`src/rtl/acondicionador_entradas_if.sv`:
```
// Signal bundle between the raw elevator inputs and their conditioned versions.
// master drives the raw levels; slave is the conditioner itself.
interface acondicionador_entradas_if;
    logic [9:0] btn_raw;
    logic       piso_raw;
    logic       sens_raw;
    logic [9:0] botones;
    logic       cambio_piso;
    logic       sensor_puertas;

    modport master (
        output btn_raw, piso_raw, sens_raw,
        input  botones, cambio_piso, sensor_puertas
    );

    modport slave (
        input  btn_raw, piso_raw, sens_raw,
        output botones, cambio_piso, sensor_puertas
    );
endinterface

```
`src/rtl/acondicionador_entradas.sv`:
```
// Input conditioner: two-flop synchronizer plus counter debouncer on each of the
// 12 raw inputs, and a single-cycle pulse on each debounced floor-sensor rise.
module acondicionador_entradas #(
    parameter int unsigned DEB_CYC = 8
) (
    input  logic                      clk,
    input  logic                      reset,
    acondicionador_entradas_if.slave  io
);
    localparam int unsigned N_CH     = 12;
    localparam int unsigned PISO_IDX = 10;
    localparam int unsigned SENS_IDX = 11;
    localparam logic [7:0]  CNT_MAX  = 8'(DEB_CYC - 1);

    logic [N_CH-1:0] raw_all;
    logic [N_CH-1:0] stable_all;
    logic            piso_rise;
    logic            pulse_reg;

    // Channel map: 0..9 buttons, 10 floor sensor, 11 door obstruction sensor.
    assign raw_all = {io.sens_raw, io.piso_raw, io.btn_raw};

    genvar gi;
    generate
        for (gi = 0; gi < N_CH; gi++) begin : gen_ch
            logic       s1_reg;
            logic       s2_reg;
            logic       stable_reg;
            logic [7:0] cnt_reg;
            logic       differs;
            logic       at_limit;

            assign differs  = (s2_reg != stable_reg);
            assign at_limit = (cnt_reg == CNT_MAX);

            always_ff @(posedge clk) begin
                if (reset) begin
                    s1_reg     <= 1'b0;
                    s2_reg     <= 1'b0;
                    stable_reg <= 1'b0;
                    cnt_reg    <= 8'd0;
                end else begin
                    s1_reg <= raw_all[gi];
                    s2_reg <= s1_reg;
                    // Any return to the stable level before the limit throws away the count.
                    if (!differs) begin
                        cnt_reg <= 8'd0;
                    end else if (at_limit) begin
                        stable_reg <= s2_reg;
                        cnt_reg    <= 8'd0;
                    end else begin
                        cnt_reg <= cnt_reg + 8'd1;
                    end
                end
            end

            assign stable_all[gi] = stable_reg;

            // The floor channel flags the edge on which its stable bit goes 0->1.
            if (gi == PISO_IDX) begin : gen_rise
                assign piso_rise = differs & at_limit & s2_reg;
            end
        end
    endgenerate

    always_ff @(posedge clk) begin
        if (reset) begin
            pulse_reg <= 1'b0;
        end else begin
            pulse_reg <= piso_rise;
        end
    end

    assign io.botones        = stable_all[9:0];
    assign io.sensor_puertas = stable_all[SENS_IDX];
    assign io.cambio_piso    = pulse_reg;
endmodule

```
`src/flat_wrapper.sv`:
```
// flat-port wrapper written by rule: the top's interface ports become plain ports
module acondicionador_entradas_flat 
#(
    parameter int unsigned DEB_CYC = 8
)
  (clk, reset, io_btn_raw, io_piso_raw, io_sens_raw, io_botones, io_cambio_piso, io_sensor_puertas);
  acondicionador_entradas_if io_i ();
  input  logic clk;
  input  logic reset;
  input wire logic [$bits(io_i.btn_raw)-1:0] io_btn_raw;
  input wire logic [$bits(io_i.piso_raw)-1:0] io_piso_raw;
  input wire logic [$bits(io_i.sens_raw)-1:0] io_sens_raw;
  output wire logic [$bits(io_i.botones)-1:0] io_botones;
  output wire logic [$bits(io_i.cambio_piso)-1:0] io_cambio_piso;
  output wire logic [$bits(io_i.sensor_puertas)-1:0] io_sensor_puertas;
  assign io_i.btn_raw = io_btn_raw;
  assign io_i.piso_raw = io_piso_raw;
  assign io_i.sens_raw = io_sens_raw;
  assign io_botones = io_i.botones;
  assign io_cambio_piso = io_i.cambio_piso;
  assign io_sensor_puertas = io_i.sensor_puertas;
  acondicionador_entradas #(.DEB_CYC(DEB_CYC)) u_core (.clk(clk), .reset(reset), .io(io_i));
endmodule
```
`config.mk`:
```
export PLATFORM = sky130hd
export DESIGN_NAME = acondicionador_entradas_flat
export DESIGN_NICKNAME = d
export VERILOG_FILES = /design/src/rtl/acondicionador_entradas_if.sv /design/src/rtl/acondicionador_entradas.sv /design/src/flat_wrapper.sv
export SDC_FILE = /design/constraint.sdc
export NUM_CORES = 1
export LEC_CHECK = 0
export ABC_AREA = 1
export CAP_MARGIN = 20
export CELL_PAD_IN_SITES_DETAIL_PLACEMENT = 0
export CELL_PAD_IN_SITES_GLOBAL_PLACEMENT = 2
export CORE_MARGIN = 2
export CORE_UTILIZATION = 35
export CTS_CLUSTER_DIAMETER = 150
export CTS_CLUSTER_SIZE = 16
export DETAILED_ROUTE_END_ITERATION = 10
export GPL_ROUTABILITY_DRIVEN = 0
export PLACE_DENSITY = 0.77
export SYNTH_ARGS = -nofsm -noshare
export SYNTH_HDL_FRONTEND = slang
export SYNTH_SLANG_ARGS = --single-unit
```
`constraint.sdc`:
```
create_clock -name clk -period 1.8 [get_ports clk]
set_clock_uncertainty 0.15 [all_clocks]
set_input_delay 0.18 -clock clk [delete_from_list [all_inputs] [get_ports clk]]
set_output_delay 0.18 -clock clk [all_outputs]
set_load 0.005 [all_outputs]
```
==> results.toml, run 1 <==
[setup_path]
timing.rr.start = "u_core.gen_ch[10].cnt_reg[0]"
path_buf_inv = 1
rr_worst_depth = 8
cp_top_family = "buffers and inverters"
r2r_slack_ns = 0.29
critPathLaunchType = "flop"
critical_path_class = "reg2out"
crit_start = "u_core.gen_ch[5].stable_reg"
crit_cells = 1
worstPathRequired_ns = 1.47
reg2reg_to = "u_core.gen_ch[10].cnt_reg[5]"
cp_data_arrival_time_ns = 1.34
cpPeakStageDelay_ns = 0.53
critPathSlowestCell = "clkdlybuf4s50_1"
crit_chain = "clkdlybuf4s50_1"
crit_end = "io_botones[5]"
cp-end-kind = "output pin"
worst-path-max-fanout = 4

[synth]
ys.flop_type = "dfxtp_1"
synthDistinctLibCells = 29
syn_avg_cell_area_sq_um = 7.209
synthXorXnorAreaFrac_pct = 1.493
synth_top_family_by_area = "simple AND/OR/NAND/NOR gates"
synth.area.top_cells = "dfxtp_1 (45%), nor2_1 (10%), nand2_1 (9.5%)"
synthArstFlopShare_pct = 0
synth_edf_count = 0
syn_nets = 840
synth_compound_gate_area_share_pct = 5.522
ys_seq_elements = 133
yosysWarnings = 0
netlist_top_cells_count = "nor2_1 (164), nand2_1 (149), inv_1 (142), dfxtp_1 (133), nand3_1 (59)"
yosysTopAreaCell = "dfxtp_1"
syn_inst = 814
synth.most_common_cell = "nor2_1"
synthSimpleGateAreaFrac_pct = 33.28
synth.area.mux_share_pct = 0
synth-seq-area-share_pct = 45.37
synth_fa_ha_area_share_pct = 2.559
post_synth_instance_area_sq_um = 5868
yosysTopAreaCellShare_pct = 45.37

[timing]
slew-limit-headroom_pct = 74.83
final.setup.tns_ns = 0
finalSetupViolCount = 0
final_max_slew_viol_count = 0
fmax_mhz = 597.8
period_share_pct = 92.93
hold_viol = 0
period_minus_slack_ns = 1.673
rsz0062_at_grt = "false"
tightest_slew_ns = 0.3762
hold_slack_ns = 0.1314

[routing]
ant_nets = 0
wl_per_cell_microns = 9.916
vias_per_cell = 4.404
drt-pass1-iter-count = 4
wirelength_mm = 10.68
vias = 4743
drc = 0
drt_iter0_drc = 232

[min_path]
hold_path_depth = 3
min_path_type = "in2reg"

[final_layout]
syn_to_final_growth_pct = 17.14
n_fill_cell = 1717
largest_reg_flops = 96
n_antenna_cell = 0
drive_gt1_share_pct = 7.118
layout.nets = 873

[clocking]
root_buffer = "clkbuf_16"
postCtsSetupRepairBufs = 0
cts_tree = "yes"
cts.sinks = 133
clkTransAtPathRegs_ns = 0.05
ctsResizeCount = 0
clk_latency_ns = 0.42
cts_buffer_depth = 2
cts_max_level = 4
cts_made_buffers = 17
ctsHoldBuffers = 0

[pwr]
power_frac_seq_pct = 46.5
ir_worst_vdd_v = 0.0006961
powerDensity_nw_per_um2 = 937.1
totalPowerFinal_uw = 6442
power.internal_uw = 5160
p_clk_share_pct = 51.2
p_leak_uw = 0.002956
switching_power_uw = 1282
pwr-share-comb_pct = 2.3
p_sw_share_pct = 19.90

[grt]
globalRoute.totalOverflow = 0
grt_pass1_vias = 4366
track_usage_pct = 13.27
grt_pass1_wl_mm = 19.00
antenna_found_initial = 0
grt_max_degree = 20

[floorplanning]
chipHeight_microns = 133.5
core_sq_um = 16470
ios = 26
core.rowCount = 47
die_area_sq_um = 17820
initial_utilization_pct = 35.64
fp.dieW_microns = 133.5

[outcome]
status = "finished, final reports clean"

[placement]
numPortBuffers = 25
dp_hpwl_mm = 7.925

[flow_run]
max-cap-violations = 0
cell families after synthesis:
family / count (synthesis)
simple gates: 434
buf+inv: 166
flops: 133
compound gates: 59
fa+ha+maj: 12
xor+xnor: 10
layer usage:
layer	GRT usage, %	routed length, microns	up-vias	share of wire (%)
met5	0	0	-	0
li1	-	-	2569	-
met1	16.31	5240	2111	49
met3	4.833	399	17	3.7
met4	5.674	191	0	1.8
met2	20.99	4848	46	45
cell usage in the layout (no fill, tap or decap), drive strengths merged:
| master | synthesis | final |
|---|---|---|
| a31oi | 3 | 3 |
| nand4 | 14 | 14 |
| bufinv | 0 | 2 |
| nor2 | 169 | 169 |
| nand2 | 157 | 157 |
| ha | 12 | 12 |
| o21ai | 20 | 20 |
| a21oi | 26 | 26 |
| nor3 | 12 | 12 |
| dfxtp | 133 | 133 |
| nand3b | 11 | 11 |
| clkdlybuf4s50 | 0 | 25 |
| xnor2 | 3 | 3 |
| clkinv | 0 | 3 |
| or2 | 2 | 2 |
| clkbuf | 2 | 24 |
| buf | 13 | 4 |
| nor4 | 1 | 1 |
| xor2 | 7 | 7 |
| nor3b | 1 | 1 |
| o21bai | 10 | 10 |
| nand3 | 67 | 67 |
| inv | 151 | 151 |
stage by stage:
step                      utilization [%]  area [sq um]  setup WS (ns)  instances
after global routing                41.75          6874        0.05537       1077
after floorplan                         -          5868         0.4748        814
after detailed placement            38.37          6317         0.1182       1048
after global placement              38.37          6317         0.1311       1048
final                               41.75          6874         0.1273       1077
after CTS                           41.75          6874        0.09245       1077
worst min path at each step:
| stage | slack, ns | startpoint | to |
|---|---|---|---|
| after floorplan | 0.14 | io_btn_raw[0] | u_core.gen_ch[0].s1_reg |
| final | 0.13 | io_btn_raw[5] | u_core.gen_ch[5].s1_reg |
| after global placement | 0.24 | u_core.gen_ch[10].s1_reg | u_core.gen_ch[10].s2_reg |
| after detailed placement | 0.25 | u_core.gen_ch[5].s1_reg | u_core.gen_ch[5].s2_reg |
| after global routing | 0.14 | io_btn_raw[4] | u_core.gen_ch[4].s1_reg |
| after CTS | 0.11 | io_btn_raw[5] | u_core.gen_ch[5].s1_reg |
worst min-delay path, stage by stage:
cell,delay [ns]
clkdlybuf4s50_1,0.40
inv_1,0.05
nor2_1,0.03
power by group through the flow:
stage	combinational (uW)	clock [uW]	sequential, uW
2_1_floorplan	95.3	0	3060
3_3_place_gp	149	0	3060
3_5_place_dp	151	0	3060
4_1_cts	151	3420	3000
5_1_grt	170	3550	3000
6_report	147	3300	3000
final cells by class:
type	count	area (sq um)	share of cell area, %
Sequential cell	133	2663	38.73
Multi-Input combinational cell	515	2515	36.59
Tap cell	220	275.3	4.004
Clock inverter	5	75.07	1.092
Timing Repair Buffer	29	292.8	4.259
Clock buffer	24	481.7	7.008
Inverter	151	571.8	8.318
Power figures use the tool's default switching activity.
==> run 2: changes to the inputs <==
--- a/config.mk
+++ b/config.mk
@@ -15,5 +15,4 @@
 export CTS_CLUSTER_SIZE = 16
 export DETAILED_ROUTE_END_ITERATION = 10
-export GPL_ROUTABILITY_DRIVEN = 0
 export PLACE_DENSITY = 0.77
 export SYNTH_ARGS = -nofsm -noshare
==> constraint.sdc (replaced) <==
create_clock -name clk -period 1.8 [get_ports clk]
set_clock_uncertainty 0.15 [all_clocks]
set_input_delay 0.18 -clock clk [delete_from_list [all_inputs] [get_ports clk]]
set_output_delay 0.18 -clock clk [all_outputs]
set_load 0.1 [all_outputs]
==> run 2 against run 1 <==
Against the previous run:
- worst setup slack improved by 0.17 ns
- cell count rose by 0.28%
- via count fell by 0.70%
- critical path type is now reg2reg
- count of clock-buffer cells in the layout fell by 2
- largest cell class unchanged
- core utilization rose by 1.0 points
- highest routed layer unchanged
==> results.toml, run 2 (synthesis gave the netlist of run 1 again) <==
[grt]
grt_pass1_wl_mm = 19.25
track_usage_pct = 13.20
gr-max-usage-layer = "met2"
antenna_found_initial = 0
grt_use_met1_pct = 16.17
grt_pass1_vias = 4495
globalRoute.totalOverflow = 0
met2_usage_pct = 21.25
grtUsageMet3_pct = 4.718
grt_max_degree = 20

[setup_path]
path_buf_inv = 2
r2r_slack_ns = 0.30
crit_chain = "ha_1 > nand2_1 > nor2_1 > nand2_1 > nand2_2 > inv_1 > nand2_1 > inv_1"
crit_cells = 8
cp_top_family = "simple AND/OR/NAND/NOR gates"
rr_worst_depth = 8
reg2reg_to = "u_core.gen_ch[10].cnt_reg[5]"
critPathSlowestCell = "dfxtp_1"
cpPeakStageDelay_ns = 0.35
worst-path-max-fanout = 8
worstPathRequired_ns = 1.96
crit_top_cell = "nand2_1"
critPathLaunchType = "flop"
cp-end-kind = "flop"
timing.rr.start = "u_core.gen_ch[10].cnt_reg[0]"
critical_path_class = "reg2reg"
cp_data_arrival_time_ns = 1.66

[min_path]
min_path_type = "in2reg"
hold_path_depth = 3
hold_end = "u_core.gen_ch[0].s1_reg"
worstHoldStart = "io_btn_raw[0]"

[floorplanning]
core_sq_um = 16470
initial_utilization_pct = 35.64
core.rowCount = 47
ios = 26
die_area_sq_um = 17820
chipHeight_microns = 133.5
fp.dieW_microns = 133.5

[pwr]
ir_worst_vdd_v = 0.0006149
p_sw_share_pct = 20.01
p_leak_uw = 0.003035
powerDensity_nw_per_um2 = 949.6
power_frac_seq_pct = 44.8
p_clk_share_pct = 53.0
pwr-share-comb_pct = 2.1
switching_power_uw = 1338
power.internal_uw = 5348

[final_layout]
final_common_cell = "nor2_1"
largest_reg_flops = 96
mostFrequentLayoutCells = "nor2_1 (164), nand2_1 (149), inv_1 (142)"
drive_gt1_share_pct = 9.186
n_antenna_cell = 0
layout.nets = 874
syn_to_final_growth_pct = 20.00
utilization_pct = 42.77

[timing]
hold_viol = 0
tightest_slew_ns = 0.3250
period_minus_slack_ns = 1.501
period_share_pct = 83.38
slew-limit-headroom_pct = 78.25
rsz0062_at_grt = "false"
final.setup.tns_ns = 0
final_max_slew_viol_count = 0
fmax_mhz = 666.3
finalSetupViolCount = 0

[routing]
vias_per_cell = 4.361
ant_nets = 0
vias = 4710
wl_per_cell_microns = 9.837
drt-pass1-iter-count = 4
wirelength_mm = 10.62
drc = 0
drt_iter0_drc = 232

[placement]
dp_hpwl_mm = 7.846
numPortBuffers = 25
place.gp.congestion = 0.7785

[clocking]
clk_latency_ns = 0.41
cts_tree = "yes"
cts_max_level = 4
postCtsSetupRepairBufs = 0
cts_buffer_depth = 2
ctsHoldBuffers = 0
clkTransAtPathRegs_ns = 0.06
cts.sinks = 133
ctsResizeCount = 0
root_buffer = "clkbuf_16"
cts_made_buffers = 17

[outcome]
status = "finished, final reports clean"

[flow_run]
max-cap-violations = 0
-- run 2: changes by cell type in the layout (fill, tap and decap cells not counted), sizes merged --
cell,delta
clkbuf,-2
clkdlybuf4s50,-12
bufinv,+1
buf,+13
clkinv,+1
clkinvlp,+2
-- run 2: final cells by class --
class	count	area, sq um
clock buffers	22	484.2
clock inverters	9	125.1
fillers	1697	9424
inverters	151	571.8
multi-input cells	515	2515
flip-flops and latches	133	2663
well taps	220	275.3
repair buffers	30	407.9
-- run 2: layer usage --
layer  vias to the layer above  share of wire [%]
met2                        65                 45
met1                      2069                 49
met3                        16                3.8
met5                         -                  0
met4                         0                1.5
li1                       2560                  -
-- run 2: power groups by stage --
| stage | Clock [uW] | Combinational, uW | Sequential [uW] |
|---|---|---|---|
| after floorplan | 0 | 95.3 | 3060 |
| after detailed placement | 0 | 149 | 3060 |
| after global routing | 3790 | 165 | 3000 |
| after global placement | 0 | 147 | 3060 |
| final | 3550 | 144 | 3000 |
| after CTS | 3650 | 149 | 3000 |
-- run 2: how the worst max path moves through the flow --
stage / end / start
after floorplan: u_core.gen_ch[11].cnt_reg[4] / u_core.io.sensor_puertas
after global placement: u_core.gen_ch[8].cnt_reg[5] / reset
after detailed placement: u_core.gen_ch[1].cnt_reg[3] / reset
after CTS: u_core.gen_ch[10].cnt_reg[5] / u_core.gen_ch[10].cnt_reg[0]
after global routing: u_core.gen_ch[10].cnt_reg[5] / u_core.gen_ch[10].cnt_reg[0]
final: u_core.gen_ch[10].cnt_reg[5] / u_core.gen_ch[10].cnt_reg[0]
-- run 2: worst register-to-register path: stages (launching register included) --
cell	delay (ns)
dfxtp_1	0.35
ha_1	0.17
nand2_1	0.12
nor2_1	0.17
nand2_1	0.12
nand2_2	0.18
inv_1	0.06
nand2_1	0.06
inv_1	0.03
-- run 2: per-stage QoR --
step | cell area, sq um | setup slack, ns | hold slack [ns] | total power [uW] | std cells
5_1_grt | 7042 | 0.1238 | 0.1327 | 6952 | 1080
3_3_place_gp | 6432 | 0.1173 | 0.2426 | 3206 | 1049
4_1_cts | 7042 | 0.2707 | 0.1247 | 6797 | 1080
6_report | 7042 | 0.2991 | 0.1386 | 6687 | 1080
2_1_floorplan | 5868 | 0.05754 | 0.1370 | 3151 | 814
3_5_place_dp | 6432 | 0.1300 | 0.2427 | 3209 | 1049
==> run 3: changes to the inputs <==
Clock period 1.8 ns to 1.4 ns, I/O delays scaled along.
==> run 3 against run 2 <==
Against the previous run:
- non-clock buffer count increased by 37
- global-route usage down 0.21 points
- routed wire length is 1.3% higher
- highest routed layer unchanged
==> results.toml, run 3 (synthesis gave the netlist of run 1 again) <==
[setup_path]
critPathLaunchType = "flop"
cp_data_arrival_time_ns = 1.04
cpPeakStageDelay_ns = 0.43
crit_chain = "buf_12"
cp_top_family = "flip-flops"
crit_cells = 1
worstPathRequired_ns = 1.11
path_buf_inv = 1
rr_worst_depth = 7
critical_path_class = "reg2out"
r2r_slack_ns = 0.07
critPathSlowestCell = "dfxtp_1"
cp-end-kind = "output pin"
worst-path-max-fanout = 4

[pwr]
ir_worst_vdd_v = 0.0008634
p_leak_uw = 0.003246
powerDensity_nw_per_um2 = 1163

[routing]
wirelength_met1_mm = 5.191
vias = 4816
ant_nets = 0
wl_met2_mm = 5.105
drt_iter0_drc = 182
drt-pass1-iter-count = 4
wirelength_mm = 10.77
drc = 0
wl_per_cell_microns = 9.631
vias_per_cell = 4.308
met3WireLength_microns = 338
dr.max_layer_used = "met4"

[floorplanning]
core_sq_um = 16470
fp.dieW_microns = 133.5
initial_utilization_pct = 35.64
ios = 26
chipHeight_microns = 133.5
core.rowCount = 47
die_area_sq_um = 17820

[clocking]
cts.sinks = 133
cts_made_buffers = 17
root_buffer = "clkbuf_16"
cts_buffer_depth = 2
cts_max_level = 4
cts_tree = "yes"
clk_latency_ns = 0.41
ctsHoldBuffers = 0
clkTransAtPathRegs_ns = 0.06

[final_layout]
stdcell_area_sq_um = 7556
n_fill_cell = 1687
regArea_sq_um = 2680
mostFrequentLayoutCells = "nor2_1 (148), nand2_1 (142), inv_1 (137)"
final_common_cell = "nor2_1"
multi_input_comb_area_sq_um = 2671
layout.nets = 911
utilization_pct = 45.89
largest_reg_flops = 96
syn_to_final_growth_pct = 28.76
stdcell_count = 1118
n_antenna_cell = 0
drive_gt1_share_pct = 18.82

[flow_run]
max-cap-violations = 0

[timing]
hold_slack_ns = 0.08991
final_max_slew_viol_count = 0
slew-limit-headroom_pct = 80.49
fmax_mhz = 750.6
tightest_slew_ns = 0.2904
period_share_pct = 95.16
period_minus_slack_ns = 1.332
finalSetupViolCount = 0
hold_viol = 0

[grt]
grt_max_degree = 17
track_usage_pct = 12.99
grt_pass1_vias = 4510
globalRoute.totalOverflow = 0
antenna_found_initial = 0
grt_pass1_wl_mm = 18.97

[placement]
numPortBuffers = 25
dp_cells = 1078
place.gp.congestion = 0.7821
dp_hpwl_mm = 7.958
placed_area_sq_um = 6676

[min_path]
hold_path_depth = 3
min_path_type = "in2reg"

[outcome]
status = "finished, final reports clean"
run 3: metal layers:
metal,track usage [%],up-vias
met4,4.669,0
li1,-,2648
met1,15.53,2126
met5,0,-
met3,4.566,10
met2,21.65,32
run 3: worst paths after layout:
kind                          startpoint                          end
max          u_core.gen_ch[3].stable_reg                io_botones[3]
min                        io_btn_raw[6]      u_core.gen_ch[6].s1_reg
min reg2reg     u_core.gen_ch[10].s1_reg     u_core.gen_ch[10].s2_reg
max reg2reg  u_core.gen_ch[4].cnt_reg[1]  u_core.gen_ch[4].cnt_reg[4]
run 3: report_power, final:
group	switching (uW)	internal (uW)	leakage, uW
clock network	1590	3130	0.000312
logic	111	105	0.00185
registers	21.9	3830	0.00108
run 3: through the flow:
stage                     setup TNS [ns]  total power [uW]  worst slack [ns]
after floorplan                        0              4051           0.02255
after global placement            -10.90              4143           -0.1770
after detailed placement          -12.68              4149           -0.1970
after CTS                              0              8926           0.01066
after global routing            -0.03513              9134          -0.02015
final                                  0              8789           0.06772
run 3: layout make-up:
class	count	area share, %
flip-flops and latches	133	35.47
multi-input cells	515	35.35
repair buffers	67	9.455
inverters	151	7.601
clock buffers	25	6.955
well taps	220	3.643
clock inverters	7	1.523
run 3: timing repair:
item / in CTS / in global routing
gates cloned: 0 / 0
gates resized for setup: 5 / 59
pin swaps: 0 / 12
setup buffers: 0 / 8
setup endpoints to repair: 11 / 83
run 3: tightest hold or removal path, delay by kind of cell:
family,cells,cell delay (ns)
and+or+nand+nor,1,0.03
buffers and inverters,2,0.44
==> RTL change 1: new RTL, settings of run 1 <==
Make the reset (`reset`) asynchronous in 2 clocked blocks.
--- a/src/rtl/acondicionador_entradas.sv
+++ b/src/rtl/acondicionador_entradas.sv
@@ -33,7 +33,7 @@
             assign differs  = (s2_reg != stable_reg);
             assign at_limit = (cnt_reg == CNT_MAX);
 
-            always_ff @(posedge clk) begin
+            always_ff @(posedge clk or posedge reset) begin
                 if (reset) begin
                     s1_reg     <= 1'b0;
                     s2_reg     <= 1'b0;
@@ -63,7 +63,7 @@
         end
     endgenerate
 
-    always_ff @(posedge clk) begin
+    always_ff @(posedge clk or posedge reset) begin
         if (reset) begin
             pulse_reg <= 1'b0;
         end else begin
Formal check against the unedited RTL: no difference found for any inputs over 10 cycles, from zero or initial values and one cycle with reset high; that may be too few to reach the edited logic, so the function may still have changed.
==> RTL change 1 against run 1 <==
Synthesized area increased by 8.7%; cell area increased by 10%; sequential cell count unchanged; sequential share of layout area increased by 5.3 points; cell count decreased by 6.3%; non-clock buffer count increased by 2; critical path depth unchanged; setup slack got worse by 6.0 ps; routed wire length increased by 4.6%.
Power is not compared: it rests on default switching activity, and its combinational part moved more than twofold at a synthesized area within 25%.
==> RTL change 1: results (changes against run 1) <==
----------------------------------------------------
[Status]
  Status ... finished clean

[Synth]
  Sequential cell area fraction in the yosys report ... 0.522 (+0.0678)
  Compound-cell area share of the yosys netlist ... 0.0406 (-0.0146)
  Xor and xnor fraction of the mapped netlist area ... 0.0669 (+0.0519)
  Post-synth net total ... 764 (-9.0%)
  Main synth FF type ... dfrtp_1
  Synthesized-area fraction occupied by adder cells ... 0.0451 (+0.0195)
  Top cells by area in the synthesized netlist ... dfrtp_1, nand2_1, nor2_1
  Fraction of registers with async set or reset after synthesis ... 1.00 (+1.00)
  Commonest cells post-synth ... nand2_1, nor2_1, dfrtp_1, inv_1, nand3_1

[STA]
  Worst Max-Slew Pin Slew ... 458 ps (+81.8 ps)

[Routing]
  Wl on met1 ... 5400 µm (+3.1%)
  Initial DRC count ... 140 (-40%)
  Via total after detailed routing ... 4480 (-5.5%)
  Routed length on met3 ... 383 µm (-4.0%)
  Metal2 WL ... 5270 µm (+8.6%)
  Avg WL per Cell ... 11.1 µm (+12%)

[Min path]
  Endpoint of the worst hold-timing path ... u_core.gen_ch[0].s1_reg
  Cell count of the worst hold path ... 1 (-2)
  Min-Delay Startpoint ... io_btn_raw[0]

[Global routing]
  Global-route wire length before repair ... 20300 µm (+6.7%)
  Maximum number of pins on one net before global-route repair ... 56 (+180%)

[Finish]
  Number of diodes added for antenna fixing ... 0 (unchanged)
  Final #Nets ... 804 (-7.9%)

[Place]
  Final HPWL from detailed placement ... 7870 µm (-0.74%)

[Worst setup path]
  FF-to-FF Start ... u_core.gen_ch[10].cnt_reg[0]
  Worst-case register-to-register setup slack ... 430 ps (+140 ps)
  Endpoint of the worst register-to-register path ... u_core.gen_ch[10].cnt_reg[1]
  Critical path peak fanout ... 3 (-1)
  Register-to-Register Path Depth ... 4 (-4)

[Clock tree]
  Hold buffer count at cts ... 1 (+1)

----------------------------------------------------
==> RTL change 1: cell types whose count changed in the layout (fill, tap and decap cells not counted), moves of 15 or more <==
cell,run 1,this run
dfrtp_1,0,133
inv_1,142,69
xor2_1,7,33
a21oi_1,26,4
nor2_1,164,149
dfxtp_1,133,0
==> RTL change 1: worst max-delay path by stage <==
stage                                 startpoint                            to  slack (ps)  depth (start not counted)
finish               u_core.gen_ch[3].stable_reg                 io_botones[3]         120                          1
global route         u_core.gen_ch[3].stable_reg                 io_botones[3]          50                          1
CTS                  u_core.gen_ch[3].stable_reg                 io_botones[3]          90                          1
detailed placement   u_core.gen_ch[3].cnt_reg[0]   u_core.gen_ch[3].cnt_reg[0]         450                          4
global placement    u_core.gen_ch[10].cnt_reg[0]  u_core.gen_ch[10].cnt_reg[0]         470                          4
floorplan                                  reset   u_core.gen_ch[0].cnt_reg[0]        -180                          1
==> RTL change 1: kinds of logic (layout without fill, tap and decap cells) <==
logic type                 after synthesis  in the layout
AOI/OAI and AO/OA                       41             41
xor gates and xnor gates                47             47
adders and majority gates               23             23
buffers and inverters                   80            133
DFF                                    133            133
and+or+nand+nor                        403            403
==> RTL change 1: layout make-up <==
type | instances | share of cell area
Multi-Input combinational cell | 514 | 0.359
Timing Repair Buffer | 31 | 0.0427
Inverter | 70 | 0.0352
Clock buffer | 19 | 0.0599
Tap cell | 229 | 0.0379
Clock inverter | 13 | 0.0253
Sequential cell | 133 | 0.440
==> RTL change 1: per-stage QoR <==
| step | area, µm² | setup slack (ps) | cells | hold slack (ps) | utilization |
|---|---|---|---|---|---|
| floorplan | 6380 | -181 | 727 | 61.4 | - |
| global placement | 6910 | 466 | 976 | 183 | 0.386 |
| detailed placement | 6910 | 452 | 976 | 186 | 0.386 |
| CTS | 7560 | 85.4 | 1009 | 17.8 | 0.422 |
| global route | 7560 | 51.5 | 1009 | 25.8 | 0.422 |
| finish | 7560 | 121 | 1009 | 41.3 | 0.422 |
==> RTL change 1: power groups by stage <==
stage | Combinational [mW] | Clock [mW] | Sequential, mW
CTS | 1.76 | 3.91 | 4.02
global route | 2.00 | 4.05 | 4.11
global placement | 1.72 | 0 | 4.05
detailed placement | 1.74 | 0 | 4.08
floorplan | 1.30 | 0 | 3.95
finish | 1.70 | 3.79 | 4.02
==> RTL change 1: per-layer routing <==
metal	vias to the layer above	GRT usage
li1	2346	-
met1	2081	0.157
met2	42	0.214
met3	11	0.0404
met4	0	0.0415
met5	-	0
==> RTL change 2: new RTL, settings of run 1 <==
Without the edit above. `DEB_CYC` is set to 8 in 2 places; all go to 4.
--- a/src/rtl/acondicionador_entradas.sv
+++ b/src/rtl/acondicionador_entradas.sv
@@ -1,7 +1,7 @@
 // Input conditioner: two-flop synchronizer plus counter debouncer on each of the
 // 12 raw inputs, and a single-cycle pulse on each debounced floor-sensor rise.
 module acondicionador_entradas #(
-    parameter int unsigned DEB_CYC = 8
+    parameter int unsigned DEB_CYC = 4
 ) (
     input  logic                      clk,
     input  logic                      reset,
--- a/src/flat_wrapper.sv
+++ b/src/flat_wrapper.sv
@@ -1,7 +1,7 @@
 // flat-port wrapper written by rule: the top's interface ports become plain ports
 module acondicionador_entradas_flat 
 #(
-    parameter int unsigned DEB_CYC = 8
+    parameter int unsigned DEB_CYC = 4
 )
   (clk, reset, io_btn_raw, io_piso_raw, io_sens_raw, io_botones, io_cambio_piso, io_sensor_puertas);
   acondicionador_entradas_if io_i ();
Formal check against the unedited RTL: not equivalent (a bounded check fails within 10 cycles, from zero or initial values and one cycle with reset high).
==> RTL change 2 against run 1 <==
Via count up 3.8%; routed wire length grew 5.1%; setup slack gained 41 ps; sequential cell count is the same; synthesized area increased by 3.3%; cell count rose by 6.4%; sequential share of layout area is 1.6 points lower; global-route usage is 0.15 points higher; critical path depth unchanged; maximum frequency is 2.5% higher; first-iteration DRC count down 27%; cell area up 4.3%; total power is 7.7% higher; critical endpoint is now io_sensor_puertas.
==> RTL change 2: results (changes against run 1) <==
----------------------------------------------------
[Worst setup path]
  Critical path peak fanout ... 3 (-1)
  Worst-case register-to-register setup slack ... 340 ps (+50 ps)
  WP data arrival ... 1300 ps (-40 ps)

[Global routing]
  Via count of the first global-routing pass ... 4761 (+9.0%)
  Maximum number of pins on one net before global-route repair ... 22 (+10%)
  Global-route wire length before repair ... 20000 µm (+5.3%)
  Grt met2 use ... 0.232 (+0.0221)
  Met1 GRT Util ... 0.157 (-0.00638)
  GRT Max-Usage Layer ... met2
  Met3 layer usage reported by global route ... 0.0441 (-0.00418)
  Global-route usage over all layers ... 0.134 (+0.00151)

[STA]
  Slew margin rel. ... 0.792 (+0.0436)
  Hold WS ... 133 ps (+1.79 ps)
  Share of the cycle needed by the critical path after routing ... 0.906 (-0.0229)

[Status]
  Status ... finished clean

[Synth]
  Yosys cell types ... 23 (-21%)
  Top cells by area in the synthesized netlist ... dfxtp_1, nand2_1, inv_1
  Sequential cell area fraction in the yosys report ... 0.439 (-0.0147)
  Commonest cells post-synth ... nand2_1, inv_1, nor2_1, dfxtp_1, nand3_1
  Post-synth net total ... 902 (+7.4%)
  Number of standard cells after synthesis ... 876 (+7.6%)

[Clock tree]
  Number of cells upsized or downsized after cts ... 0 (unchanged)
  Clock-pin slew of the registers on the worst-case setup and hold paths ... 60 ps

[Place]
  Worst setup slack after placement ... 174 ps (+55.9 ps)
  Final HPWL from detailed placement ... 8380 µm (+5.7%)

[Finish]
  Fraction of layout instances using a drive strength above 1 ... 0.101 (+0.0298)
  Post-route non-filler standard cell count ... 1146 (+6.4%)
  Final #Nets ... 935 (+7.1%)

[Routing]
  Avg WL per Cell ... 9.79 µm (-1.3%)
  Wl on met1 ... 5470 µm (+4.3%)
  Via total after detailed routing ... 4924 (+3.8%)
  Metal2 WL ... 5310 µm (+9.4%)
  Initial DRC count ... 169 (-27%)
  Routed length on met3 ... 331 µm (-17%)

----------------------------------------------------
-- RTL change 2: cell count changes in the layout (fill, tap and decap cells not counted), sizes merged, moves of 4 or more --
cell	change
a21oi	+15
inv	+32
nand2	+63
nand3	-8
nand3b	-4
nor2	-32
o21ai	-4
o21bai	-9
or2	+8
xor2	+5
-- RTL change 2: logic make-up after synthesis --
logic type,Yosys count,synth area share
and+or+nand+nor,462,0.332
AOI/OAI and AO/OA,58,0.0551
DFF,133,0.439
adders and majority gates,12,0.0248
xor gates and xnor gates,13,0.0188
buffers and inverters,198,0.131
-- RTL change 2: worst paths after layout --
| kind | startpoint | to |
|---|---|---|
| worst min register to register | u_core.gen_ch[10].s1_reg | u_core.gen_ch[10].s2_reg |
| worst max register to register | u_core.gen_ch[6].cnt_reg[0] | u_core.gen_ch[6].cnt_reg[5] |
| worst min-delay path | io_btn_raw[1] | u_core.gen_ch[1].s1_reg |
| worst max-delay path | u_core.io.sensor_puertas | io_sensor_puertas |
-- RTL change 2: report_power, final --
part           internal (mW)  total (mW)  switching (mW)
registers               2.98        3.00          0.0190
logic                 0.0592       0.136          0.0764
clock network           2.56        3.81            1.24
-- RTL change 2: area by class of cell --
| type | count | area [µm²] |
|---|---|---|
| Timing Repair Buffer | 29 | 280 |
| Sequential cell | 133 | 2660 |
| Multi-Input combinational cell | 545 | 2610 |
| Fill cell | 1769 | 9950 |
| Clock buffer | 23 | 478 |
| Inverter | 183 | 687 |
| Clock inverter | 8 | 171 |
| Tap cell | 225 | 282 |
-- RTL change 2: metrics by stage --
stage	total power, mW	area [µm²]
after floorplan	3.14	6060
final	6.94	7170
after global routing	7.20	7170
after CTS	7.05	7170
after global placement	3.20	6520
after detailed placement	3.20	6520
